File: config.mk
export PLATFORM = sky130hd
export DESIGN_NAME = branch_resolution_arbiter
export DESIGN_NICKNAME = d
export VERILOG_FILES = /design/src/rtl/branch_resolution_arbiter.sv
export SDC_FILE = /design/constraint.sdc
export NUM_CORES = 1
export LEC_CHECK = 0
export CAP_MARGIN = 25
export CORE_MARGIN = 10
export CORE_UTILIZATION = 30
export CTS_CLUSTER_DIAMETER = 80
export DETAILED_ROUTE_END_ITERATION = 8
export GPL_TIMING_DRIVEN = 1
export SLEW_MARGIN = 25
export SYNTH_ARGS = -nofsm -noshare
export SYNTH_HDL_FRONTEND = slang
export SYNTH_SLANG_ARGS = --single-unit
export TNS_END_PERCENT = 50
File: constraint.sdc
create_clock -name clk -period 21.2 [get_ports clk]
set_input_delay 3.18 -clock clk [delete_from_list [all_inputs] [get_ports clk]]
set_output_delay 3.18 -clock clk [all_outputs]
set_load 0.03 [all_outputs]
File: src/rtl/branch_resolution_arbiter.sv
// Branch resolution arbiter: picks the oldest mispredicting lane by ROB age,
// issues a registered redirect/flush, and serialises predictor updates via a FIFO.
module branch_resolution_arbiter #(
    parameter int unsigned DATA_WIDTH   = 32,
    parameter int unsigned ROB_IDX_W    = 5,
    parameter int unsigned FLUSH_CYCLES = 2,
    parameter int unsigned UPD_DEPTH    = 8
) (
    input  logic                  clk,
    input  logic                  rst_n,
    input  logic                  misprediction_0,
    input  logic                  misprediction_1,
    input  logic                  misprediction_2,
    input  logic [DATA_WIDTH-1:0] correct_pc_0,
    input  logic [DATA_WIDTH-1:0] correct_pc_1,
    input  logic [DATA_WIDTH-1:0] correct_pc_2,
    input  logic                  update_predictor_0,
    input  logic                  update_predictor_1,
    input  logic                  update_predictor_2,
    input  logic [DATA_WIDTH-1:0] update_pc_0,
    input  logic [DATA_WIDTH-1:0] update_pc_1,
    input  logic [DATA_WIDTH-1:0] update_pc_2,
    input  logic [ROB_IDX_W-1:0]  rob_idx_0,
    input  logic [ROB_IDX_W-1:0]  rob_idx_1,
    input  logic [ROB_IDX_W-1:0]  rob_idx_2,
    input  logic [ROB_IDX_W-1:0]  rob_head,
    output logic                  redirect_valid,
    output logic [DATA_WIDTH-1:0] redirect_pc,
    output logic                  flush,
    output logic [ROB_IDX_W-1:0]  flush_rob_idx,
    output logic                  pred_upd_valid,
    output logic [DATA_WIDTH-1:0] pred_upd_pc,
    output logic                  pred_upd_mispredict,
    input  logic                  pred_upd_ready,
    output logic                  upd_overflow
);

    localparam int unsigned LANES = 3;
    localparam int unsigned AW    = $clog2(UPD_DEPTH);
    localparam int unsigned PW    = AW + 1;
    localparam int unsigned CW    = (FLUSH_CYCLES > 1) ? $clog2(FLUSH_CYCLES) : 1;

    typedef enum logic {IDLE, FLUSH} state_t;

    state_t                  state, state_d;
    logic [CW-1:0]           cnt, cnt_d;
    logic                    redirect_valid_d, flush_d;
    logic [DATA_WIDTH-1:0]   redirect_pc_d;
    logic [ROB_IDX_W-1:0]    flush_rob_idx_d;

    logic [LANES-1:0]        mis, upd;
    logic [DATA_WIDTH-1:0]   cpc [LANES];
    logic [DATA_WIDTH-1:0]   upc [LANES];
    logic [ROB_IDX_W-1:0]    tag [LANES];
    logic [ROB_IDX_W-1:0]    age [LANES];

    logic                    win_found, take, in_flush;
    logic [ROB_IDX_W-1:0]    win_age, win_tag, held_age;
    logic [DATA_WIDTH-1:0]   win_pc;

    logic [DATA_WIDTH:0]     mem [UPD_DEPTH];
    logic [PW-1:0]           wr_ptr, rd_ptr, wr_ptr_d, count, free, slot;
    logic [LANES-1:0]        acc;
    logic [AW-1:0]           waddr [LANES];
    logic                    pop, drop;

    assign mis    = {misprediction_2, misprediction_1, misprediction_0};
    assign upd    = {update_predictor_2, update_predictor_1, update_predictor_0};
    assign cpc[0] = correct_pc_0;
    assign cpc[1] = correct_pc_1;
    assign cpc[2] = correct_pc_2;
    assign upc[0] = update_pc_0;
    assign upc[1] = update_pc_1;
    assign upc[2] = update_pc_2;
    assign tag[0] = rob_idx_0;
    assign tag[1] = rob_idx_1;
    assign tag[2] = rob_idx_2;

    assign in_flush = (state == FLUSH);
    assign held_age = flush_rob_idx - rob_head;

    // Age of each lane relative to the ROB head, then oldest mispredicting lane
    always_comb begin
        win_found = 1'b0;
        win_age   = '1;
        win_tag   = '0;
        win_pc    = '0;
        for (int unsigned n = 0; n < LANES; n++) begin
            age[n] = tag[n] - rob_head;
            if (mis[n] && (!win_found || age[n] < win_age)) begin
                win_found = 1'b1;
                win_age   = age[n];
                win_tag   = tag[n];
                win_pc    = cpc[n];
            end
        end
        take = win_found && (!in_flush || win_age < held_age);
    end

    // Redirect/flush FSM next state and registered-output next values
    always_comb begin
        state_d          = state;
        cnt_d            = cnt;
        redirect_valid_d = 1'b0;
        redirect_pc_d    = redirect_pc;
        flush_rob_idx_d  = flush_rob_idx;
        if (take) begin
            redirect_valid_d = 1'b1;
            redirect_pc_d    = win_pc & ~DATA_WIDTH'(3);
            flush_rob_idx_d  = win_tag;
        end
        case (state)
            IDLE: begin
                if (take) begin
                    state_d = FLUSH;
                    cnt_d   = CW'(FLUSH_CYCLES - 1);
                end
            end
            FLUSH: begin
                if (take) begin
                    cnt_d = CW'(FLUSH_CYCLES - 1);
                end else if (cnt == '0) begin
                    state_d = IDLE;
                end else begin
                    cnt_d = cnt - CW'(1);
                end
            end
            default: state_d = IDLE;
        endcase
        flush_d = (state_d == FLUSH);
    end

    assign count               = wr_ptr - rd_ptr;
    assign pred_upd_valid      = (wr_ptr != rd_ptr);
    assign pop                 = pred_upd_valid && pred_upd_ready;
    assign free                = PW'(UPD_DEPTH) - count + PW'(pop);
    assign pred_upd_pc         = pred_upd_valid ? mem[rd_ptr[AW-1:0]][DATA_WIDTH-1:0] : '0;
    assign pred_upd_mispredict = pred_upd_valid & mem[rd_ptr[AW-1:0]][DATA_WIDTH];

    // Admit eligible updates in lane order into the free slots; flag the rest as dropped
    always_comb begin
        slot = '0;
        acc  = '0;
        drop = 1'b0;
        for (int unsigned n = 0; n < LANES; n++) begin
            waddr[n] = '0;
            if (upd[n] && !(win_found && age[n] > win_age) && !(in_flush && age[n] > held_age)) begin
                if (slot < free) begin
                    acc[n]   = 1'b1;
                    waddr[n] = wr_ptr[AW-1:0] + slot[AW-1:0];
                    slot     = slot + PW'(1);
                end else begin
                    drop = 1'b1;
                end
            end
        end
        wr_ptr_d = wr_ptr + slot;
    end

    // FIFO storage: {mispredict, pc}
    always_ff @(posedge clk) begin
        for (int unsigned n = 0; n < LANES; n++) begin
            if (acc[n]) begin
                mem[waddr[n]] <= {mis[n], upc[n]};
            end
        end
    end

    // State, counters, pointers and registered outputs
    always_ff @(posedge clk or negedge rst_n) begin
        if (!rst_n) begin
            state          <= IDLE;
            cnt            <= '0;
            redirect_valid <= 1'b0;
            redirect_pc    <= '0;
            flush          <= 1'b0;
            flush_rob_idx  <= '0;
            upd_overflow   <= 1'b0;
            wr_ptr         <= '0;
            rd_ptr         <= '0;
        end else begin
            state          <= state_d;
            cnt            <= cnt_d;
            redirect_valid <= redirect_valid_d;
            redirect_pc    <= redirect_pc_d;
            flush          <= flush_d;
            flush_rob_idx  <= flush_rob_idx_d;
            upd_overflow   <= drop;
            wr_ptr         <= wr_ptr_d;
            rd_ptr         <= rd_ptr + PW'(pop);
        end
    end

endmodule

# After elaboration in Yosys (flattened, before gate mapping)
# Memories as Yosys holds them, arrays and structs flattened.
# Index checks and enable logic that the tools add are counted.
word_totals:
  reg_bits: 47
  mem_bits_rw: 264
  out_inout_bits: 74
  wordCells: 118
  mem_count: 1
mem_list:
  columns: ["name", "depth", "width", "rd", "rd_clocked_by_memory_dff", "wr", "line", "text"]
  rows:
  - ["mem", 8, 33, 1, 0, 3, "61", "logic [DATA_WIDTH:0] mem [UPD_DEPTH];"]
op_classes:
  add_sub_neg: 14
  magnitude_cmp: 12
  eq_ne: 2
  mux: 51
  bitwise: 2
  n_reduce_logical: 28
ops:
  columns: ["op", "count"]
  rows:
  - ["32-bit 2-to-1 mux", 4]
  - ["5-bit > comparator", 6]
  - ["5-bit 2-to-1 mux", 6]
  - ["1-bit 2-to-1 mux", 29]
  - ["5-bit subtractor", 4]
  - ["3-bit 2-to-1 mux", 6]
  - ["1-bit logical AND", 16]
  - ["4-bit 2-to-1 mux", 4]
  - ["5-bit less-than comparator", 3]
  - ["1-bit zero test", 9]
  - ["4-bit by 1-bit adder with 4-bit output", 2]
  - ["4-bit by 1-bit adder with 4-bit output (second input constant)", 2]
  - ["4-bit less-than comparator", 2]
  - ["3-bit adder", 2]
  - ["4-bit adder", 1]
  - ["1-bit by 4-bit less-than comparator with 1-bit output (first input constant)", 1]
  - ["4-bit != test", 1]
  - ["1-bit case mux with 2 select lines", 2]
  - ["4-bit subtractor", 1]
  - ["4-bit subtractor (first input constant)", 1]
  - ["1-bit logical OR", 3]
  - ["2-bit != test (second input constant)", 1]
  - ["1-bit bitwise AND", 1]
  - ["1-bit inverter", 1]
  - ["1-bit subtractor (second input constant)", 1]

# Logic depth before layout (Yosys ltp)
# Gate-level depths: netlist of run 1.
logic_depth:
  word_depth: 24
  ltp_mapped: 48
  ltp_nobuf: 44

# Worst setup path after synthesis of run 1
# OpenSTA, ideal clock, no wires.
synth_timing:
  kind: "input to register"
  start: "input rob_idx_0[0]"
  end: "memory mem[1][0] (netlist bit) (enable)"
  setup_ns: 0.539
  t_arrival_ns: 12.971
  setup_slack_ns: 7.690
  stages: 32
  path_buffers: 2
  cell_sequence: "inv_1 -> ha_1 -> fa_1 -> xor2_1 -> inv_2 -> nor2_1 -> ha_1 -> a21oi_1 -> o21ai_0 -> nand3b_1 -> nand3_1 -> a31oi_2 -> clkbuf_1 -> o31a_1 -> inv_1 -> ha_1 -> a211o_1 -> a211o_1 -> a2111o_1 -> nand2_2 -> buf_2 -> nand2_1 -> o21ai_0 -> inv_1 -> ha_1 -> o211ai_1 -> a211o_1 -> o21ai_0 -> a311oi_1 -> a22o_1 -> nand2_1 -> o311ai_0"
synth_lines:
  columns: ["item", "line", "text"]
  rows:
  - ["start, declared", "23", "input logic [ROB_IDX_W-1:0] rob_idx_0,"]
  - ["end, declared", "61", null]

==> out/results.ini, run 1 <==
[power]
p_int_mw=2.93
switching_share_pct=43.7
p_comb_share_pct=61.0
clockPowerShare_pct=13.2
p_seq_share_pct=25.7
p_per_area_mw_per_mm2=192
vdd_drop_max_v=0.000138
switchingPower_mw=2.27
leakage_nw=9.69

[logic_synthesis]
postSynth.asyncResetShare_pct=15.1
synth_commonest_cells=mux2_2 (444), edfxtp_1 (264), nor2_1 (92)
ys_seq_area_share_pct=41.6
netlist_area_mm2=0.0219
synth_ff_type=edfxtp_1
synth_top_area_cell=edfxtp_1
syn_inst=1685
synth_seq_cells=311
synth.avg_cell_area_um2=13.0
synthDistinctLibCells=78
synth_top_area_share_pct=36.3
synth.most_common_cell=mux2_2
synth_area_leaders=edfxtp_1 (36%), mux2_2 (23%), mux4_2 (6.8%)
synth-edff-count=264
ys_warn_count=0

[setup_path]
crit_fanout=44
start_kind=primary input
critPathCaptureType=flip-flop
slowest_stage=o31a_1
critical_path_arrival_ps=15050
path_common_cell=ha_1
crit_type=in -> reg
slowest_delay_ps=820
r2r_cells=26
required_ps=21400

[clocking]
clkTransAtPathRegs_ps=50
h-tree-depth=2
root_buffer=clkbuf_16
postCtsHoldBufs=0
cts_tree=built
clock_path_buffers=3
post_cts_resized=0
post-cts-setup-buffer-count=0
clock_sinks=311
clk-insertion-delay-late_ps=580
cts-buffers-inserted=40

[detailed_routing]
drt-vias-per-instance=5.38
wl_per_cell_um=25.0
wl_mm=73.2
drt_iter0_drc=1228
ant_nets=0
drcViolationCount=0
drt_first_pass_iters=7
num_vias=15759

[global_route]
grt_pass1_wl_mm=109
grt_max_degree=75
track_usage_pct=16.7
antenna_found_initial=4
grt_pass1_vias=16888
overflow=0

[finish]
seqCellArea_mm2=0.00911
syn_to_final_growth_pct=24.0
n_fill_cell=6862
stdcell_count=2930
fin_nets=2236
layout-drive-gt1-share_pct=34.2
multi_input_area_mm2=0.0122
diodes=0
stdcell_area_mm2=0.0271

[floorplanning]
num_io_pins=295
die_area_mm2=0.0841
core_mm2=0.0719
dieHeight_um=290
initial_core_util_pct=30.4
die_x_um=290
rows=98

[timing]
setup_viol_count_final=0
fin_tns_setup_ps=0
max_freq_mhz=67.3
drv_slew=0
period_needed_ps=14850
hold_viol_final=0
fin_crit_sh_pct=70.1
clock-skew-final_ps=23.0
holdWs_ps=489
worst_slew_pin_slew_ps=1080
max_slew_margin_pct=27.3
rsz0062_at_grt=no
fin_ws_ps=6350

[placement]
dp_cells=2855
gp_congestion=0.843
portBuffers=286
pre_cts_ws_ps=6000
dp_hpwl_mm=45.7
place_area_mm2=0.0258

[hold_path]
hold_class=reg -> reg
holdPathStages=2

[job]
max_cap_viol_count=0

[run_status]
status=finished clean

-- power groups by stage --
stage	logic, mW	clock network, mW	registers [mW]
after floorplan	2.06	0	1.38
after global placement	3.12	0	1.33
after detailed placement	3.18	0	1.35
after CTS	3.19	0.704	1.34
after global routing	3.38	0.727	1.37
final	3.17	0.689	1.34
-- final timing paths --
| kind | from | to | slack (ps) |
|---|---|---|---|
| worst max-delay path | rob_head[0] | mem[0][16] | 6350 |
| min in group asynchronous | rst_n | redirect_pc[6] | 2740 |
| worst min-delay path | cnt | in_flush | 490 |
| max in group asynchronous | rst_n | rd_ptr[0] | 17920 |
| worst min register to register | cnt | in_flush | 490 |
| worst max register to register | rd_ptr[1] | mem[0][16] | 12380 |
-- cell usage in the layout (no fill, tap or decap), types with 17 or more instances in the layout --
master and instances:
o21ai_0 23, nor2_1 90, buf_4 39, edfxtp_1 264
ha_1 61, a21oi_1 22, dfrtp_1 44, nand3_1 50
mux2_4 28, nand2_1 84, mux2_2 444, xnor2_1 17
mux4_2 66, clkdlybuf4s50_1 284, mux2i_1 53, inv_1 43
clkbuf_16 41, mux2_1 79, a31oi_1 35
-- area by class of cell --
type / instances / area share (%)
Inverter: 48 / 0.665
Clock inverter: 25 / 0.873
Multi-Input combinational cell: 1222 / 44.9
Tap cell: 950 / 4.39
Sequential cell: 311 / 33.6
Clock buffer: 49 / 3.93
Timing Repair Buffer: 325 / 11.6
-- metal layers --
metal  wire length, um  GRT usage (%)
met5                53              0
met4              2070           4.91
met3              5520           4.37
met2             35100           28.0
met1             30500           20.8
-- per-stage QoR --
step,utilization (%),total power [mW]
final,37.7,5.20
after detailed placement,35.9,4.53
after global routing,37.7,5.49
after floorplan,-,3.44
after CTS,37.7,5.24
after global placement,35.9,4.45
-- critical path, delay by kind of cell --
kind	cells	cell delay, ps
AOI/OAI and AO/OA	15	4280
xor gates and xnor gates	1	510
adders and majority gates	8	2280
buffers and inverters	7	2060
muxes	1	300
and+or+nand+nor	8	2370
-- kinds of logic after synthesis --
logic type	after synthesis	synth area share, %
other cells	1	0.0172
flops	311	41.6
mux	670	38.1
xor+xnor	30	1.27
compound gates	151	4.82
simple gates	299	6.78
buf+inv	153	3.19
fa+ha+maj	70	4.18
-- state kept, by name, summed over array words and instances, names as in the netlist --
name and cells:
mem 264, redirect_pc 30, flush_rob_idx 5, rd_ptr 4, wr_ptr 4, cnt 1
in_flush 1, redirect_valid 1, upd_overflow 1
Power figures use the tool's default switching activity.
==> inputs of run 2 (changes only) <==
Clock period 21.2 ns to 14.5 ns, I/O delays scaled along.
==> run 2 against run 1 <==
Net effect:
- combinational power up 48%
- register-to-register slack lost 5700 ps
- clock power grew 38%
- critical endpoint is now mem[2][21]
- highest routed layer unchanged
==> out/results.ini, run 2 (synthesized netlist as in run 1, its figures left out) <==
[floorplanning]
core_mm2=0.0719  ; unchanged
num_io_pins=295  ; unchanged
rows=98  ; unchanged
die_x_um=290  ; unchanged
die_area_mm2=0.0841  ; unchanged
initial_core_util_pct=30.4  ; unchanged
dieHeight_um=290  ; unchanged

[timing]
worst_slew_pin_slew_ps=919  ; -159 ps
max_slew_margin_pct=38.8  ; +12 points
rsz0062_at_grt=no
setup_viol_count_final=0  ; unchanged
fin_tns_setup_ps=0  ; unchanged
max_freq_mhz=79.1
drv_slew=0  ; unchanged
period_needed_ps=12640
hold_viol_final=0  ; unchanged
fin_crit_sh_pct=87.2
clock-skew-final_ps=22.1  ; -0.873 ps

[setup_path]
required_ps=14840  ; -6560 ps
crit_fanout=37  ; -16%
critical-path-top-delay-family=compound AO/OA/AOI/OAI gates
ff2ff_setup_slack_ps=6710  ; -5670 ps
path_common_cell=ha_1
start_kind=primary input
slowest_stage=nor2_1
r2r_cells=28  ; +7.7%
critical_path_arrival_ps=12970  ; -2080 ps
reg2reg_from=wr_ptr[1]
critPathCaptureType=flip-flop
worst-path-buf-inv=8  ; +1
slowest_delay_ps=510  ; -310 ps
crit_type=in -> reg
r2r-end=mem[2][21]

[detailed_routing]
drt-vias-per-instance=5.26  ; -2.1%
ant_nets=0  ; unchanged
drcViolationCount=0  ; unchanged
wl_per_cell_um=24.8  ; -0.71%
drt_iter0_drc=1029  ; -16%
num_vias=15458  ; -1.9%
wl_mm=72.8  ; -0.51%
drt_first_pass_iters=5  ; -2

[clocking]
clock_sinks=311  ; unchanged
postCtsHoldBufs=0  ; unchanged
clock_path_buffers=3  ; unchanged
clkTransAtPathRegs_ps=60  ; about the same
post_cts_resized=0  ; unchanged
root_buffer=clkbuf_16
clk-insertion-delay-late_ps=590  ; about the same
cts_tree=built
h-tree-depth=2  ; unchanged
post-cts-setup-buffer-count=0  ; unchanged
cts-buffers-inserted=40  ; unchanged

[power]
vdd_drop_max_v=0.000292  ; +110%
p_per_area_mw_per_mm2=279  ; +45%
finalPower_mw=7.57  ; +46%
leakage_nw=9.68  ; about the same

[hold_path]
holdPathStages=2  ; unchanged
min_to=in_flush
hold_class=reg -> reg
worstHoldStart=cnt

[global_route]
grt_pass1_wl_mm=108  ; -0.78%
grt_max_degree=75  ; unchanged
track_usage_pct=16.7  ; -0.038 points
grt_pass1_vias=16577  ; -1.8%
antenna_found_initial=3  ; -1
overflow=0  ; unchanged

[placement]
portBuffers=286  ; unchanged
gp_congestion=0.876  ; +4.0%
dp_hpwl_mm=45.6  ; -0.16%

[finish]
syn_to_final_growth_pct=24.1
fin_nets=2245  ; +0.40%
layout-drive-gt1-share_pct=34.1  ; -0.053 points
n_fill_cell=6928  ; +0.96%
diodes=0  ; unchanged
mostFrequentLayoutCell=mux2_2
largest_reg_flops=264  ; unchanged
mostFrequentLayoutCells=mux2_2 (444), clkdlybuf4s50_1 (284), edfxtp_1 (264)

[run_status]
status=finished clean

[job]
max_cap_viol_count=0  ; unchanged

## run 2: cell count changes in the layout (fill, tap and decap cells not counted), moves of 2 or more
cell	before	now
buf_4	39	45
clkbuf_1	7	13
buf_12	0	3
clkinv_2	7	4
bufinv_16	3	1
clkinv_16	0	2
inv_16	2	0
inv_6	3	1
## run 2: worst max-delay path by stage
stage / endpoint / start / cells after the start / slack [ps]
finish: mem[2][21] / rob_head[0] / 41 / 1860
global placement: mem[2][18] / rob_head[0] / 41 / 1490
CTS: mem[2][21] / rob_head[0] / 41 / 1970
global route: mem[2][21] / rob_idx_0[0] / 42 / 1290
floorplan: mem[1][0] / rob_idx_0[0] / 32 / 1990
detailed placement: mem[2][21] / rob_head[0] / 41 / 1340
## run 2: layout make-up
| class | instances | area (um2) | share of cell area [%] |
|---|---|---|---|
| multi-input cells | 1222 | 12200 | 44.9 |
| flip-flops and latches | 311 | 9110 | 33.6 |
| repair buffers | 334 | 3250 | 12.0 |
| well taps | 950 | 1190 | 4.38 |
| clock buffers | 53 | 1050 | 3.87 |
| inverters | 48 | 180 | 0.664 |
| clock inverters | 18 | 178 | 0.655 |
## run 2: per-stage QoR
stage               worst slack (ps)  utilization (%)  cell area, um2  hold slack, ps  instances
floorplan                       1990                -           21900             450       1686
global placement                1490             36.0           25900             470       2865
detailed placement              1340             36.0           25900             468       2865
CTS                             1970             37.8           27100             483       2936
global route                    1290             37.8           27100             507       2936
finish                          1860             37.8           27100             480       2936
## run 2: worst reg2reg max path, delay by kind of cell (launching register included)
family / cells / cell delay [ps]
compound gates: 4 / 950
xor+xnor: 1 / 140
fa+ha+maj: 7 / 2010
buf+inv: 7 / 1650
flops: 1 / 550
mux: 2 / 580
simple gates: 7 / 1680
## run 2: power by group
| part | total [mW] | internal (mW) | switching, mW |
|---|---|---|---|
| Sequential | 1.94 | 1.75 | 0.186 |
| Combinational | 4.68 | 1.98 | 2.71 |
| Clock | 0.951 | 0.533 | 0.417 |
| Total | 7.57 | 4.26 | 3.31 |
## run 2: routing by layer
layer	GRT usage (%)	vias up	share of wire [%]
li1	-	7049	-
met2	29.1	515	50
met3	3.87	106	6.5
met5	0	-	0.034
met4	4.29	6	2.2
met1	20.4	7782	42
